**config.mk**
```make
export PLATFORM = sky130hd
export DESIGN_NAME = repadd_mul_ctrl
export DESIGN_NICKNAME = d
export VERILOG_FILES = /design/src/rtl/repadd_mul_ctrl.sv
export SDC_FILE = /design/constraint.sdc
export NUM_CORES = 1
export LEC_CHECK = 0
export BUFFER_PORTS_ARGS = -buffer_cell sky130_fd_sc_hd__buf_2
export CELL_PAD_IN_SITES_DETAIL_PLACEMENT = 2
export CELL_PAD_IN_SITES_GLOBAL_PLACEMENT = 2
export CORE_AREA = 4 4 41 43
export CTS_BUF_LIST = sky130_fd_sc_hd__clkbuf_2
export CTS_CLUSTER_DIAMETER = 60
export DETAILED_ROUTE_END_ITERATION = 12
export DIE_AREA = 0 0 45 47
export GPL_ROUTABILITY_DRIVEN = 0
export PLACE_DENSITY_LB_ADDON = 0.12
export SYNTH_ARGS = -nofsm -noshare
export SYNTH_HDL_FRONTEND = slang
export SYNTH_SLANG_ARGS = --single-unit
```
**constraint.sdc**
```tcl
create_clock -name clk -period 1.5 [get_ports clk]
set_input_delay 0.3 -clock clk [delete_from_list [all_inputs] [get_ports clk]]
set_output_delay 0.3 -clock clk [all_outputs]
set_load 0.02 [all_outputs]
```
**src/rtl/repadd_mul_ctrl.sv**
```systemverilog
// Controller for the repeated-addition multiplier: sequences load/clear/add/decrement strobes from the B==0 flag.
// Optional iteration watchdog enabled by defining MUL_TIMEOUT_EN.
module repadd_mul_ctrl #(
  parameter int CNT_W    = 16,
  parameter int MAX_ITER = 65535
) (
  input  logic clk,
  input  logic rst,
  input  logic start,
  input  logic eqz,
  output logic ldA,
  output logic ldB,
  output logic clrP,
  output logic ldP,
  output logic decB,
  output logic busy,
  output logic done,
  output logic err
);

  typedef enum logic [2:0] {
    S_IDLE = 3'd0,
    S_LDA  = 3'd1,
    S_LDB  = 3'd2,
    S_ADD  = 3'd3,
    S_DONE = 3'd4
  } state_t;

  state_t r_state;
  state_t w_next;
  logic   w_timeout;
  logic   w_err;

`ifdef MUL_TIMEOUT_EN
  logic [CNT_W-1:0] r_cnt;
  logic             r_err;

  assign w_timeout = (r_cnt == CNT_W'(MAX_ITER));
  assign w_err     = r_err;

  // r_err is captured on the way into DONE so it lines up with the done pulse
  always_ff @(posedge clk or posedge rst) begin
    if (rst) begin
      r_cnt <= '0;
      r_err <= 1'b0;
    end else begin
      if (r_state == S_LDB)
        r_cnt <= '0;
      else if ((r_state == S_ADD) && !eqz)
        r_cnt <= r_cnt + 1'b1;
      r_err <= (r_state == S_ADD) && !eqz && w_timeout;
    end
  end
`else
  logic w_unused_cfg;

  assign w_timeout    = 1'b0;
  assign w_err        = 1'b0;
  assign w_unused_cfg = ^{CNT_W[0], MAX_ITER[0]};
`endif

  always_ff @(posedge clk or posedge rst) begin
    if (rst)
      r_state <= S_IDLE;
    else
      r_state <= w_next;
  end

  // eqz is only consulted in ADD so an undriven flag elsewhere cannot leak in
  always_comb begin
    w_next = r_state;
    unique case (r_state)
      S_IDLE: if (start) w_next = S_LDA;
      S_LDA:  w_next = S_LDB;
      S_LDB:  w_next = S_ADD;
      S_ADD:  if (eqz || w_timeout) w_next = S_DONE;
      S_DONE: w_next = S_IDLE;
      default: w_next = S_IDLE;
    endcase
  end

  always_comb begin
    ldA  = 1'b0;
    ldB  = 1'b0;
    clrP = 1'b0;
    ldP  = 1'b0;
    decB = 1'b0;
    busy = 1'b0;
    done = 1'b0;
    err  = 1'b0;
    unique case (r_state)
      S_LDA: begin
        ldA  = 1'b1;
        busy = 1'b1;
      end
      S_LDB: begin
        ldB  = 1'b1;
        clrP = 1'b1;
        busy = 1'b1;
      end
      S_ADD: begin
        busy = 1'b1;
        ldP  = ~eqz;
        decB = ~eqz;
      end
      S_DONE: begin
        done = 1'b1;
        err  = w_err;
      end
      default: ;
    endcase
  end

endmodule

```
# Word level (Yosys, flattened, before mapping)
# Cells that the tools add are included.
[word_totals]
regBits = 3
in_bits = 4
word_cells = 19
[classes]
n_eq_ne = 6
mux = 8
bitwise_logic = 1
n_reduce_logical = 3
[ops]
columns = ["op", "n"]
rows = [
  ["one-hot mux 3 bit (4 select lines)", 1],
  ["== test 3 x 2 -> 1 bit, second input constant", 2],
  ["2-to-1 mux 3 bit", 2],
  ["2-to-1 mux 1 bit", 5],
  ["inequality test 2 bit, second input constant", 2],
  ["== test 3 x 1 -> 1 bit, second input constant", 1],
  ["== test 3 bit, second input constant", 1],
  ["logical NOT 3 bit", 1],
  ["OR reduction 3 bit", 1],
  ["AND reduction 2 bit", 1],
  ["NOT 1 bit", 1],
]

# Longest topological paths before layout
# Gate-level depths: netlist of run 1.
[logic_depth]
ltp_word = 3
depth_mapped = 3
mapped_depth_nobuf = 2

# Worst setup path after synthesis of run 1
# No wires, ideal clock.
[synth_path]
path_type = "reg-to-output"
start = "register r_state[1]"
end = "output ldB"
arrival_time_ns = 1.275
setup_slack_ns = -0.075
stages_incl_launch_ff = 3
path_buffers = 1
path_cell_list = "dfrtp_1 nor3b_1 buf_4"
[synth_between]
elab_chain_cells = 2
[synth_lines]
columns = ["element", "line", "rtl"]
rows = [
  ["start, declared", "29", "state_t r_state;"],
  ["start signal, assigned", "66", "r_state <= w_next;"],
  ["== test 3 x 2 -> 1 bit", "--", ""],
  ["2-to-1 mux 1 bit", "--", ""],
  ["end, declared", "12", "output logic ldB,"],
]
# Every way passes these cells.

# Worst setup path in the final report of run 1
[layout_path]
start = "register r_state[2]"
end = "output ldP"
[layout_between]
elab_chain_cells = 2
[layout_lines]
columns = ["element", "line", "rtl"]
rows = [
  ["== test 3 x 2 -> 1 bit", "91", "unique case (r_state)"],
  ["2-to-1 mux 1 bit", "91", ""],
  ["end, declared", "14", "output logic ldP,"],
]
# Every way passes these cells.

==> qor.csv, run 1 <==
stage,metric,value,unit
clock_tree,tritoncts,yes,
global_route,gr-total-overflow,0,
clock_tree,clock_latency,200,ps
sta,setup_viol,0,
run_status,status,"complete, no violations",
logic_synthesis,avgSynthCellArea,8.588,um2
logic_synthesis,synth_area_leader_cell,dfrtp_1,
clock_tree,postCtsSetupBuffers,0,
route,drc,0,
layout,largest_register_ffs,3,
sta,finalMaxSlewViolations,0,
route,wirelength,507,um
layout,regMostFlops,r_state,
layout,nNetsFinal,39,
layout,fillers,165,
clock_tree,h-tree-depth,1,
worst_setup_path,cpMaxStageDelayCell,dfrtp_2,
clock_tree,cts.clk_slew.worst_paths,40,ps
worst_setup_path,required,1200,ps
sta,rsz0062_at_grt,yes,
logic_synthesis,synth-seq-cells,3,
route,drt_pre_antenna_iters,1,
clock_tree,cts_buffer_depth,2,
worst_setup_path,crit_path_start_kind,flop,
worst_setup_path,critPathBufInv,1,
power_and_ir_drop,finalPower,0.6471,mW
logic_synthesis,yosysWarnings,0,
placement,dpl.hpwl,390.5,um
worst_setup_path,crit_chain,"nand2b_1, nor2_2, buf_4",
worst_setup_path,max_stage_delay,450,ps
route,met3WireLength,37,um
global_route,grt_pass1_wl,924,um
global_route,antenna_found_initial,0,
worst_setup_path,critPathCaptureType,output pin,
global_route,grt_pass1_vias,198,
sta,fin_skew,3.685,ps
placement,place_ws,245.7,ps
route,first_iter_violations,0,
run,drv_cap,0,
layout,final_area,280.3,um2
route,drtAntennaViolNets,0,
placement,io_buffers,10,
placement,dpl_cell_area,240.2,um2
global_route,grt_max_degree,8,
route,top_layer_used,met3,
logic_synthesis,synthDominantCellAreaShare,39.74,%
logic_synthesis,yosysUniqueCellTypes,14,
min_path,hold_path.class,in -> reg,
floorplanning,dieArea,2115,um2
layout,drive_above_1_share,61.76,%
layout,area_growth,48.34,%
worst_setup_path,critPathKind,reg -> out,
floorplanning,initial_utilization,14.52,%
floorplanning,die_width,45,um
logic_synthesis,synth_nets,26,
floorplanning,floorplan.core_area,1301,um2
floorplanning,die_h,47,um
sta,setup_slack,87.17,ps
layout,utilization,21.54,%
route,routed_via_density,3.694,
clock_tree,cts_num_sinks,3,
worst_setup_path,worstPathArrival,1110,ps
layout,top_regs,r_state x3,
logic_synthesis,synthCells,22,
floorplanning,fp-row-count,13,
route,routedWlPerCell,10.35,um
power_and_ir_drop,vdd_ir_drop_max,0.0004415,V
clock_tree,cts-root-buf,clkbuf_2,
sta,final-hold-violation-count,0,
clock_tree,numCtsBuffers,3,
logic_synthesis,syn_area,188.9,um2
sta,period_share,94.19,%
power_and_ir_drop,leakage,0.1453,nW
sta,timing.fmax,0.7078,GHz
route,vias,181,
layout,antenna_cells,0,
route,routed-wl-met2,247,um
layout,area.sequential,77.57,um2
logic_synthesis,synthTopCellsByArea,"dfrtp_1, buf_4, nor2_1",
floorplanning,ioPinCount,12,
logic_synthesis,ys_seq_area_share,39.74,%
power_and_ir_drop,power.density,2309,nW/um2
layout,multi_input_area,95.09,um2
global_route,grt.total_usage,6.872,%
route,met1_length,222,um
sta,post-route-min-period,1413,ps
worst_setup_path,path_max_fanout,6,
worst_setup_path,crit_family,flip-flops,
==> repair_timing <==
action | CTS | global route
endpoints found under the hold margin | 3 | 0
resized for setup | 0 | 5
setup endpoints to repair | 0 | 4
hold buffers | 1 | 0
==> report_power, final <==
| part | total [mW] | switching [mW] | internal, mW |
|---|---|---|---|
| combinational | 0.347 | 0.207 | 0.140 |
| sequential | 0.187 | 0.0645 | 0.122 |
| clock | 0.113 | 0.0431 | 0.0703 |
| total | 0.647 | 0.314 | 0.333 |
==> synth_stat cells, drive strengths merged <==
master  n
nor2    5
buf     3
dfrtp   3
nand2b  2
a21oi   1
and2    1
and3    1
conb    1
inv     1
nand2   1
nor3    1
nor3b   1
o21bai  1
==> final timing paths <==
check,startpoint,to,slack [ps],cells after the start
worst min register to register,r_state[2],r_state[0],500,1
min in group asynchronous,rst,r_state[0],500,3
worst max register to register,r_state[2],r_state[2],640,2
worst max-delay path,r_state[2],ldP,90,3
max in group asynchronous,rst,r_state[2],860,3
worst min-delay path,eqz,r_state[2],360,3
==> layer usage <==
| layer | GRT usage, % | vias to the layer above |
|---|---|---|
| li1 | - | 89 |
| met1 | 8.182 | 84 |
| met2 | 7.627 | 8 |
| met3 | 2.299 | 0 |
| met4 | 10.53 | 0 |
| met5 | 0 | - |
==> through the flow <==
stage | std cells | setup TNS (ps) | hold WS (ps)
3_5_place_dp | 44 | 0 | 170.8
2_1_floorplan | 22 | 0 | 53.64
6_report | 49 | 0 | 360.9
5_1_grt | 49 | -25.05 | 374.9
4_1_cts | 49 | 0 | 355.8
3_3_place_gp | 44 | 0 | 164.5
==> cells in the final DEF (no fill, tap or decap), drive strengths merged <==
| cell type | instances |
|---|---|
| nor3b | 1 |
| inv | 1 |
| o21bai | 1 |
| nor3 | 1 |
| nor2 | 5 |
| dfrtp | 3 |
| nand2 | 1 |
| and2 | 1 |
| and3 | 1 |
| nand2b | 2 |
| buf | 10 |
| clkbuf | 4 |
| dlygate4sd3 | 1 |
| conb | 1 |
| a21oi | 1 |
==> layout make-up <==
cell class | count | share of cell area [%]
clock buffer | 4 | 7.143
tap | 15 | 6.696
multi-input combinational | 15 | 33.93
inverter | 1 | 1.339
timing repair buffer | 11 | 23.21
sequential | 3 | 27.68
==> kinds of logic (layout without fill, tap and decap cells) <==
group	after synthesis	in the layout	share of synthesized area, %
compound gates	2	2	8.612
buf+inv	4	16	13.90
flops	3	3	39.73
other cells	1	1	1.985
simple gates	12	12	35.76
==> worst min-delay path, stage by stage <==
cell and delay [ps]:
buf_2 110, nand2_1 60, nor2_1 50
Note: power is estimated with default switching activity, not from simulation.
==> run 2: changes to the inputs <==
--- a/config.mk
+++ b/config.mk
@@ -15,6 +15,7 @@
 export DIE_AREA = 0 0 45 47
 export GPL_ROUTABILITY_DRIVEN = 0
 export PLACE_DENSITY_LB_ADDON = 0.12
+export SETUP_SLACK_MARGIN = 0.2
 export SYNTH_ARGS = -nofsm -noshare
 export SYNTH_HDL_FRONTEND = slang
 export SYNTH_SLANG_ARGS = --single-unit
==> run 2 against run 1 <==
  * Sequential power is 16% higher
  * Hold slack gained 9.4 ps
  * First-iteration DRC count is 1 higher
  * Highest routed layer is now met4
  * Wire length grew 40%
  * Register-to-register slack worse by 240 ps
  * Largest cell class is now buffers
==> qor.csv, run 2 (synthesized netlist as in run 1, its figures left out) <==
stage,metric,value,unit,change
worst_setup_path,path_max_fanout,5,,was 6
sta,fin_skew,4.868,ps,was 3.685 ps
route,routedWlPerCell,12.22,um,was 10.35 um
clock_tree,cts-root-buf,clkbuf_2,,unchanged
layout,top_regs,r_state x3,,unchanged
layout,regMostFlops,r_state,,unchanged
power_and_ir_drop,leakage,0.2075,nW,was 0.1453 nW
worst_setup_path,r2r_setup_slack,400,ps,was 640 ps
route,routed_via_density,4.017,,was 3.694
global_route,grt.total_usage,7.103,%,was 6.872%
clock_tree,numCtsBuffers,3,,unchanged
layout,area_growth,121.2,%,was 48.34%
layout,nNetsFinal,48,,was 39
layout,final_common_cell,buf_4,,was buf_2
placement,io_buffers,10,,unchanged
sta,timing.fmax,0.7239,GHz,was 0.7078 GHz
run,drv_cap,0,,unchanged
floorplanning,dieArea,2115,um2,unchanged
layout,final_cell_mix,"buf_4, clkbuf_2, buf_6",,"was buf_2, clkbuf_2, nor2_1"
clock_tree,cts_buffer_depth,2,,unchanged
power_and_ir_drop,power.density,2383,nW/um2,was 2309 nW/um2
worst_setup_path,r2r_start,r_state[1],,was r_state[2]
clock_tree,cts.clk_slew.worst_paths,40,ps,about the same
worst_setup_path,worstSetupStartpoint,r_state[2],,unchanged
clock_tree,h-tree-depth,1,,unchanged
sta,rsz0062_at_grt,yes,,unchanged
placement,dp.cells,44,,unchanged
floorplanning,fp-row-count,13,,unchanged
worst_setup_path,worstRegToRegCells,4,,was 2
worst_setup_path,crit_path_start_kind,flop,,unchanged
global_route,gr-total-overflow,0,,unchanged
floorplanning,die_width,45,um,unchanged
sta,final-hold-violation-count,0,,unchanged
power_and_ir_drop,vdd_ir_drop_max,0.0005777,V,was 0.0004415 V
placement,dpl.hpwl,398.3,um,was 390.5 um
global_route,grt_pass1_wl,952,um,was 924 um
floorplanning,ioPinCount,12,,unchanged
layout,utilization,32.12,%,was 21.54%
layout,fillers,155,,was 165
sta,setup_viol,0,,unchanged
route,vias,233,,was 181
clock_tree,cts_num_sinks,3,,unchanged
worst_setup_path,critPathKind,reg -> out,,unchanged
sta,post-route-min-period,1381,ps,was 1413 ps
clock_tree,clock_latency,210,ps,was 200 ps
route,drt_pre_antenna_iters,2,,was 1
min_path,min_path_cells,3,,unchanged
floorplanning,die_h,47,um,unchanged
sta,fin_setup_tns,0,ps,unchanged
route,wirelength,709,um,was 507 um
floorplanning,floorplan.core_area,1301,um2,unchanged
layout,final_cells,58,,was 49
route,first_iter_violations,1,,was 0
clock_tree,tritoncts,yes,,unchanged
worst_setup_path,worstPathArrival,1080,ps,was 1110 ps
layout,antenna_cells,0,,unchanged
global_route,grt_pass1_vias,216,,was 198
worst_setup_path,critPathCaptureType,output pin,,unchanged
sta,period_share,92.09,%,was 94.19%
min_path,min_from,eqz,,unchanged
global_route,grt_max_degree,7,,was 8
min_path,hold_path.class,in -> reg,,unchanged
run_status,status,"complete, no violations",,unchanged
floorplanning,initial_utilization,14.52,%,unchanged
layout,drive_above_1_share,81.40,%,was 61.76%
layout,largest_register_ffs,3,,unchanged
route,drtAntennaViolNets,0,,unchanged
sta,finalMaxSlewViolations,0,,unchanged
route,drc,0,,unchanged
global_route,antenna_found_initial,0,,unchanged
worst_setup_path,required,1200,ps,about the same
## run 2: cell count changes in the layout (fill, tap and decap cells not counted), moves of 2 or more
cell	previous run	this run
buf_4	2	12
buf_2	8	3
buf_6	0	4
nor2_4	0	3
nand2b_1	2	0
nand2b_4	0	2
nor2_2	2	0
## run 2: per-stage QoR
stage | hold WS (ps) | area, um2 | setup slack [ps] | total power, mW
finish | 370.3 | 417.9 | 118.7 | 0.9958
CTS | 355.3 | 347.8 | 119.8 | 0.8285
global route | 377.0 | 417.9 | 50.54 | 1.075
floorplan | 53.64 | 201.4 | 186.9 | 0.4569
global placement | 167.5 | 247.7 | 249.1 | 0.5365
detailed placement | 176.9 | 247.7 | 241.7 | 0.5356
## run 2: routing by layer
layer  GRT usage (%)  part of all wire [%]
met1           6.803                    32
met2           10.73                    58
met3           2.682                   7.5
met4           8.772                   1.6
met5               0                     0
## run 2: worst paths after layout
kind / end
max: decB
min: r_state[2]
max reg2reg: r_state[1]
min reg2reg: r_state[0]
max in group asynchronous: r_state[2]
min in group asynchronous: r_state[1]
## run 2: timing repair
item | in CTS | in global routing
gates resized for setup | 12 | 10
pin swaps | 2 | 2
setup endpoints to repair | 7 | 7
setup buffers | 5 | 4
endpoints found under the hold margin | 3 | 0
hold buffers | 1 | 0
## run 2: power by group
part | internal (mW) | switching [mW] | leakage (nW)
combinational | 0.375 | 0.291 | 0.158
clock | 0.0703 | 0.0425 | 0.0166
sequential | 0.125 | 0.0920 | 0.0329
## run 2: critical path, stage by stage (launching register included)
cell and delay [ps]:
dfrtp_2 450, nand2b_4 190, nor2_4 100, buf_4 150
## run 2: final cells by class
cell class	instances	area [um2]	area share (%)
Clock buffer	4	20.02	4.790
Inverter	1	3.754	0.8982
Multi-Input combinational cell	15	136.4	32.63
Sequential cell	3	78.83	18.86
Tap cell	15	18.77	4.491
Timing Repair Buffer	20	160.2	38.32
